## config.mk

```make
export PLATFORM = sky130hd
export DESIGN_NAME = imm_ext_pipe
export DESIGN_NICKNAME = d
export VERILOG_FILES = /design/src/rtl/imm_ext_pkg.sv /design/src/rtl/imm_ext_core.sv /design/src/rtl/imm_ext_pipe.sv
export SDC_FILE = /design/constraint.sdc
export NUM_CORES = 1
export LEC_CHECK = 0
export CORE_MARGIN = 3
export CORE_UTILIZATION = 40
export CTS_CLUSTER_DIAMETER = 100
export CTS_CLUSTER_SIZE = 25
export DETAILED_ROUTE_END_ITERATION = 12
export GPL_TIMING_DRIVEN = 0
export PLACE_DENSITY = 0.64
export SLEW_MARGIN = 20
export SYNTH_ARGS = -nofsm -noshare
export SYNTH_HDL_FRONTEND = slang
export SYNTH_SLANG_ARGS = --single-unit
```

## constraint.sdc

```tcl
create_clock -name clk -period 4 [get_ports clk]
set_clock_uncertainty 0.05 [all_clocks]
set_input_delay 1 -clock clk [delete_from_list [all_inputs] [get_ports clk]]
set_output_delay 1 -clock clk [all_outputs]
set_load 0.005 [all_outputs]
```

## src/rtl/imm_ext_pkg.sv

```systemverilog
// Shared definitions for the immediate-extension pipeline.
// Contents:
//   MODE_SEXT/ZEXT/UPPER/BRANCH : 2-bit extension mode codes carried on in_mode_i
//   state_e                     : occupancy state of the out register + skid register
package imm_ext_pkg;

    localparam logic [1:0] MODE_SEXT   = 2'b00;
    localparam logic [1:0] MODE_ZEXT   = 2'b01;
    localparam logic [1:0] MODE_UPPER  = 2'b10;
    localparam logic [1:0] MODE_BRANCH = 2'b11;

    // EMPTY: nothing held; BUSY: out register holds a beat; FULL: out and skid both hold a beat
    typedef enum logic [1:0] {
        ST_EMPTY = 2'b00,
        ST_BUSY  = 2'b01,
        ST_FULL  = 2'b10
    } state_e;

endpackage : imm_ext_pkg

```

## src/rtl/imm_ext_core.sv

```systemverilog
// Combinational immediate extender.
// Ports:
//   imm_i  [IN_W-1:0]  raw immediate field
//   mode_i [1:0]       extension mode (SEXT, ZEXT, UPPER, BRANCH)
//   data_o [OUT_W-1:0] extended immediate
// OUT_W >= IN_W+2 is checked by the instantiating top level.
module imm_ext_core
    import imm_ext_pkg::*;
#(
    parameter int IN_W  = 16,
    parameter int OUT_W = 32
) (
    input  logic [IN_W-1:0]  imm_i,
    input  logic [1:0]       mode_i,
    output logic [OUT_W-1:0] data_o
);

    localparam int S = OUT_W - IN_W;

    logic [OUT_W-1:0] sext_s;
    logic [OUT_W-1:0] zext_s;
    logic [OUT_W-1:0] upper_s;
    logic [OUT_W-1:0] branch_s;

    assign sext_s   = {{S{imm_i[IN_W-1]}}, imm_i};
    assign zext_s   = {{S{1'b0}}, imm_i};
    assign upper_s  = {imm_i, {S{1'b0}}};
    // The top two bits dropped here are sign copies, so nothing significant is lost.
    assign branch_s = {sext_s[OUT_W-3:0], 2'b00};

    // Select the extension result for the requested mode
    always_comb begin
        data_o = '0;
        case (mode_i)
            MODE_SEXT:   data_o = sext_s;
            MODE_ZEXT:   data_o = zext_s;
            MODE_UPPER:  data_o = upper_s;
            MODE_BRANCH: data_o = branch_s;
            default:     data_o = '0;
        endcase
    end

endmodule : imm_ext_core

```

## src/rtl/imm_ext_pipe.sv

```systemverilog
// Pipelined immediate-generation unit with valid/ready on both sides and a
// one-entry skid register behind the output register (2 beats of storage).
// Ports:
//   clk, rst_n            clock, asynchronous active-low reset
//   in_valid_i/in_ready_o input handshake (in_ready_o is registered)
//   in_imm_i [IN_W-1:0]   raw immediate
//   in_mode_i [1:0]       extension mode
//   in_tag_i [TAG_W-1:0]  sideband tag, passed through unchanged
//   out_valid_o/out_ready_i output handshake
//   out_data_o [OUT_W-1:0] extended immediate
//   out_tag_o [TAG_W-1:0] tag belonging to out_data_o
module imm_ext_pipe
    import imm_ext_pkg::*;
#(
    parameter int IN_W  = 16,
    parameter int OUT_W = 32,
    parameter int TAG_W = 5
) (
    input  logic             clk,
    input  logic             rst_n,
    input  logic             in_valid_i,
    output logic             in_ready_o,
    input  logic [IN_W-1:0]  in_imm_i,
    input  logic [1:0]       in_mode_i,
    input  logic [TAG_W-1:0] in_tag_i,
    output logic             out_valid_o,
    input  logic             out_ready_i,
    output logic [OUT_W-1:0] out_data_o,
    output logic [TAG_W-1:0] out_tag_o
);

    if (OUT_W < IN_W + 2) begin : g_width_check
        $error("imm_ext_pipe: OUT_W must be at least IN_W+2");
    end

    state_e           state_q;
    logic             in_ready_q;
    logic             out_valid_q;
    logic [OUT_W-1:0] out_data_q;
    logic [TAG_W-1:0] out_tag_q;
    logic [OUT_W-1:0] skid_data_q;
    logic [TAG_W-1:0] skid_tag_q;

    // Extension is done on the input side so both storage registers hold final values.
    logic [OUT_W-1:0] ext_d;
    logic             accept_s;
    logic             take_s;

    imm_ext_core #(
        .IN_W  (IN_W),
        .OUT_W (OUT_W)
    ) u_core (
        .imm_i  (in_imm_i),
        .mode_i (in_mode_i),
        .data_o (ext_d)
    );

    assign accept_s = in_valid_i & in_ready_q;
    assign take_s   = out_valid_q & out_ready_i;

    // Occupancy FSM driving the out register, skid register and both handshake flags
    always_ff @(posedge clk or negedge rst_n) begin
        if (!rst_n) begin
            state_q     <= ST_EMPTY;
            in_ready_q  <= 1'b1;
            out_valid_q <= 1'b0;
            out_data_q  <= '0;
            out_tag_q   <= '0;
            skid_data_q <= '0;
            skid_tag_q  <= '0;
        end else begin
            case (state_q)
                ST_EMPTY: begin
                    if (accept_s) begin
                        out_data_q  <= ext_d;
                        out_tag_q   <= in_tag_i;
                        out_valid_q <= 1'b1;
                        in_ready_q  <= 1'b1;
                        state_q     <= ST_BUSY;
                    end else begin
                        state_q     <= ST_EMPTY;
                    end
                end
                ST_BUSY: begin
                    if (accept_s && take_s) begin
                        out_data_q  <= ext_d;
                        out_tag_q   <= in_tag_i;
                        state_q     <= ST_BUSY;
                    end else if (take_s) begin
                        out_valid_q <= 1'b0;
                        state_q     <= ST_EMPTY;
                    end else if (accept_s) begin
                        // Downstream stalled: park the new beat and stop accepting.
                        skid_data_q <= ext_d;
                        skid_tag_q  <= in_tag_i;
                        in_ready_q  <= 1'b0;
                        state_q     <= ST_FULL;
                    end else begin
                        state_q     <= ST_BUSY;
                    end
                end
                ST_FULL: begin
                    if (take_s) begin
                        out_data_q  <= skid_data_q;
                        out_tag_q   <= skid_tag_q;
                        in_ready_q  <= 1'b1;
                        state_q     <= ST_BUSY;
                    end else begin
                        state_q     <= ST_FULL;
                    end
                end
                default: begin
                    out_valid_q <= 1'b0;
                    in_ready_q  <= 1'b1;
                    state_q     <= ST_EMPTY;
                end
            endcase
        end
    end

    assign in_ready_o  = in_ready_q;
    assign out_valid_o = out_valid_q;
    assign out_data_o  = out_data_q;
    assign out_tag_o   = out_tag_q;

endmodule : imm_ext_pipe

```

==> impl_metrics.toml <==
[critical_path]
path_buf_inv = 2
cp_max_fo = 10
critical_path.max_stage_delay_ps = 500
crit_chain = "clkdlybuf4s50_1, and3b_1, nand3_1, a21oi_2, buf_2, a21oi_1"
crit_type = "in2reg"
cp_slowest_cell = "clkdlybuf4s50_1"
cp-start-kind = "input pin"
required_ps = 4170
critical-path-top-delay-family = "buffers and inverters"
crit_path_end_kind = "flip-flop"
cp.arrival_ps = 2680

[sta]
fmax_mhz = 398
finalCritPeriodShare = 0.628
rsz0062_at_grt = "false"
min_period_ps = 2510
relSlewSlack = 0.631
drv_slew = 0
worst_slew_pin_slew_ps = 554
finalSetupViolations = 0
hold_viol_final = 0

[clock_network]
clockBufferDepth = 2
cts_resized = 0
ctsHoldBuffers = 0
clkTransAtPathRegs_ps = 80
cts-buffers-inserted = 9
post-cts-setup-buffer-count = 0
cts.sinks = 78
clock_latency_ps = 350
h-tree-depth = 3
cts_tree = "done"
ctsRootBufferMaster = "clkbuf_8"

[floorplanning]
rows = 34
dieHeight_um = 103
die_w_um = 103
ios = 66
initial_utilization = 0.420
core_area_mm2 = 0.00893
fp.dieArea_mm2 = 0.0106

[yosys]
synth_edf_count = 0
syn_area_per_cell_um2 = 10.1
synth_ff_type = "dfrtp_1"
ys_ff_latch = 78
netlist_area_mm2 = 0.00375
synth_cell_types = 29
syn_nets = 400
synth_warnings = 0
syn-instance-count = 373
synthArstFlopShare = 1.00
yosysSeqAreaShare = 0.521

[placement]
post-dp-hpwl_mm = 6.44
finalWeightedCongestion = 0.835
port_buffers = 63
dp.cells = 545

[global_routing]
overflow = 0
grt_pass1_wl_mm = 14.4
grt_max_degree = 42
track_usage = 0.177
antenna_found_initial = 0
grt_pass1_vias = 2762

[power_and_ir_drop]
powerDensity_mw_per_mm2 = 319
p_switching_uw = 357
p_sw_frac = 0.236
peakVddDrop_v = 0.000198
pwr-share-comb = 0.075
clockPowerShare = 0.404
pwr-share-seq = 0.521
intPower_uw = 1160
leakagePower_uw = 0.00234
finalPower_uw = 1510

[drt]
drtPass1Iterations = 5
finalWirelength_mm = 8.86
antenna_left = 0
drtIter0Drc = 159
num_vias = 2897
wire_per_inst_um = 15.8
vias_per_cell = 5.16
drc = 0

[run]
max_cap_violations = 0

[final_layout]
n_antenna_cell = 0
syn_to_final_growth_pct = 26.5
fin_nets = 475
fin_cells = 561
final_layout_size_suffix_gt1_frac = 0.170

[status]
status = "completed"

[hold_path]
hp-class = "reg2reg"
[cell usage after synthesis (2+ instances only)]
cell type  instances  area share
mux2_2             8       0.024
a31oi_1            5      0.0083
nor2b_1           15       0.025
nand2b_1           3      0.0050
clkbuf_1          10       0.010
a21oi_2            2      0.0047
nand2_1           68       0.068
a21oi_1           55       0.073
o21ai_0           25       0.033
nor2_1            45       0.045
dfrtp_1           77        0.51
nand3_1            2      0.0027
buf_12             3       0.016
mux2_4            30        0.12
buf_2             10       0.013
nand3b_1           2      0.0040
[sequential cells by signal, indices dropped and copies added, names as in the netlist]
| register | cells |
|---|---|
| out_valid_o | 1 |
| in_ready_o | 1 |
| out_data_o | 32 |
| state_q | 2 |
| out_tag_o | 5 |
| skid_tag_q | 5 |
| skid_data_q | 32 |
[cells in the final DEF (no fill, tap or decap), types with 3 or more instances in the layout]
cell type | synthesis | layout
a31oi_1 | 5 | 5
mux2_4 | 30 | 30
nand2_1 | 68 | 68
dfrtp_1 | 77 | 77
nand2b_1 | 3 | 3
buf_12 | 3 | 4
nor2b_1 | 15 | 15
buf_2 | 10 | 10
clkbuf_1 | 10 | 10
mux2_2 | 8 | 8
clkdlybuf4s50_1 | 0 | 62
clkinvlp_4 | 0 | 3
clkbuf_8 | 0 | 11
o21ai_0 | 25 | 25
a21oi_1 | 55 | 55
nor2_1 | 45 | 45
[worst register-to-register path, stage by stage, from the launching register on]
cell     delay [ps]
dfstp_2         560
and3b_1         260
nand3_1         240
a21oi_2         300
buf_2           280
a21oi_1         100
[metal layers]
metal,track usage,part of all wire,up-vias
li1,-,-,1404
met1,0.249,0.47,1414
met2,0.272,0.46,69
met3,0.0460,0.053,10
met4,0.0518,0.013,0
met5,0,0,-
[power by group through the flow]
stage | logic, uW | clock network, uW | registers, uW
after floorplan | 48.3 | 0 | 804
after global placement | 110 | 0 | 804
after detailed placement | 114 | 0 | 803
after CTS | 114 | 628 | 788
after global routing | 125 | 660 | 788
final | 113 | 612 | 788
[metrics by stage]
stage | setup TNS, ps | hold slack (ps) | area [um2] | worst slack (ps) | utilization
4_1_cts | 0 | 434 | 4740 | 1510 | 0.531
3_3_place_gp | -65570 | 409 | 4520 | -855 | 0.505
2_1_floorplan | 0 | 396 | 3750 | 1770 | -
3_5_place_dp | 0 | 412 | 4530 | 1140 | 0.507
5_1_grt | 0 | 452 | 4740 | 1370 | 0.531
6_report | 0 | 428 | 4740 | 1490 | 0.531
[path summary, 6_finish.rpt]
| kind | startpoint | end | slack, ps | cells past startpoint |
|---|---|---|---|---|
| max | in_valid_i | skid_data_q[26] | 1490 | 6 |
| min | skid_tag_q[4] | skid_tag_q[4] | 430 | 2 |
| max reg2reg | in_ready_o | skid_data_q[26] | 2090 | 5 |
| min reg2reg | skid_tag_q[4] | skid_tag_q[4] | 430 | 2 |
| max in group asynchronous | rst_n | skid_data_q[15] | 2730 | 2 |
| min in group asynchronous | rst_n | out_data_o[29] | 560 | 1 |
[final cells by class]
| class | instances | area, um2 |
|---|---|---|
| Timing Repair Buffer | 64 | 648 |
| Fill cell | 810 | 4190 |
| Clock buffer | 11 | 151 |
| Sequential cell | 78 | 1950 |
| Multi-Input combinational cell | 269 | 1630 |
| Clock inverter | 5 | 57.6 |
| Buffer | 25 | 166 |
| Tap cell | 108 | 135 |
| Inverter | 1 | 3.75 |
[cells by family after synthesis]
| logic type | share of synthesized area |
|---|---|
| and+or+nand+nor | 0.158 |
| DFF | 0.521 |
| buffers and inverters | 0.0454 |
| AOI/OAI and AO/OA | 0.129 |
| muxes | 0.144 |
| xor gates and xnor gates | 0.00234 |
No activity file was read; power rests on OpenSTA's default activity.
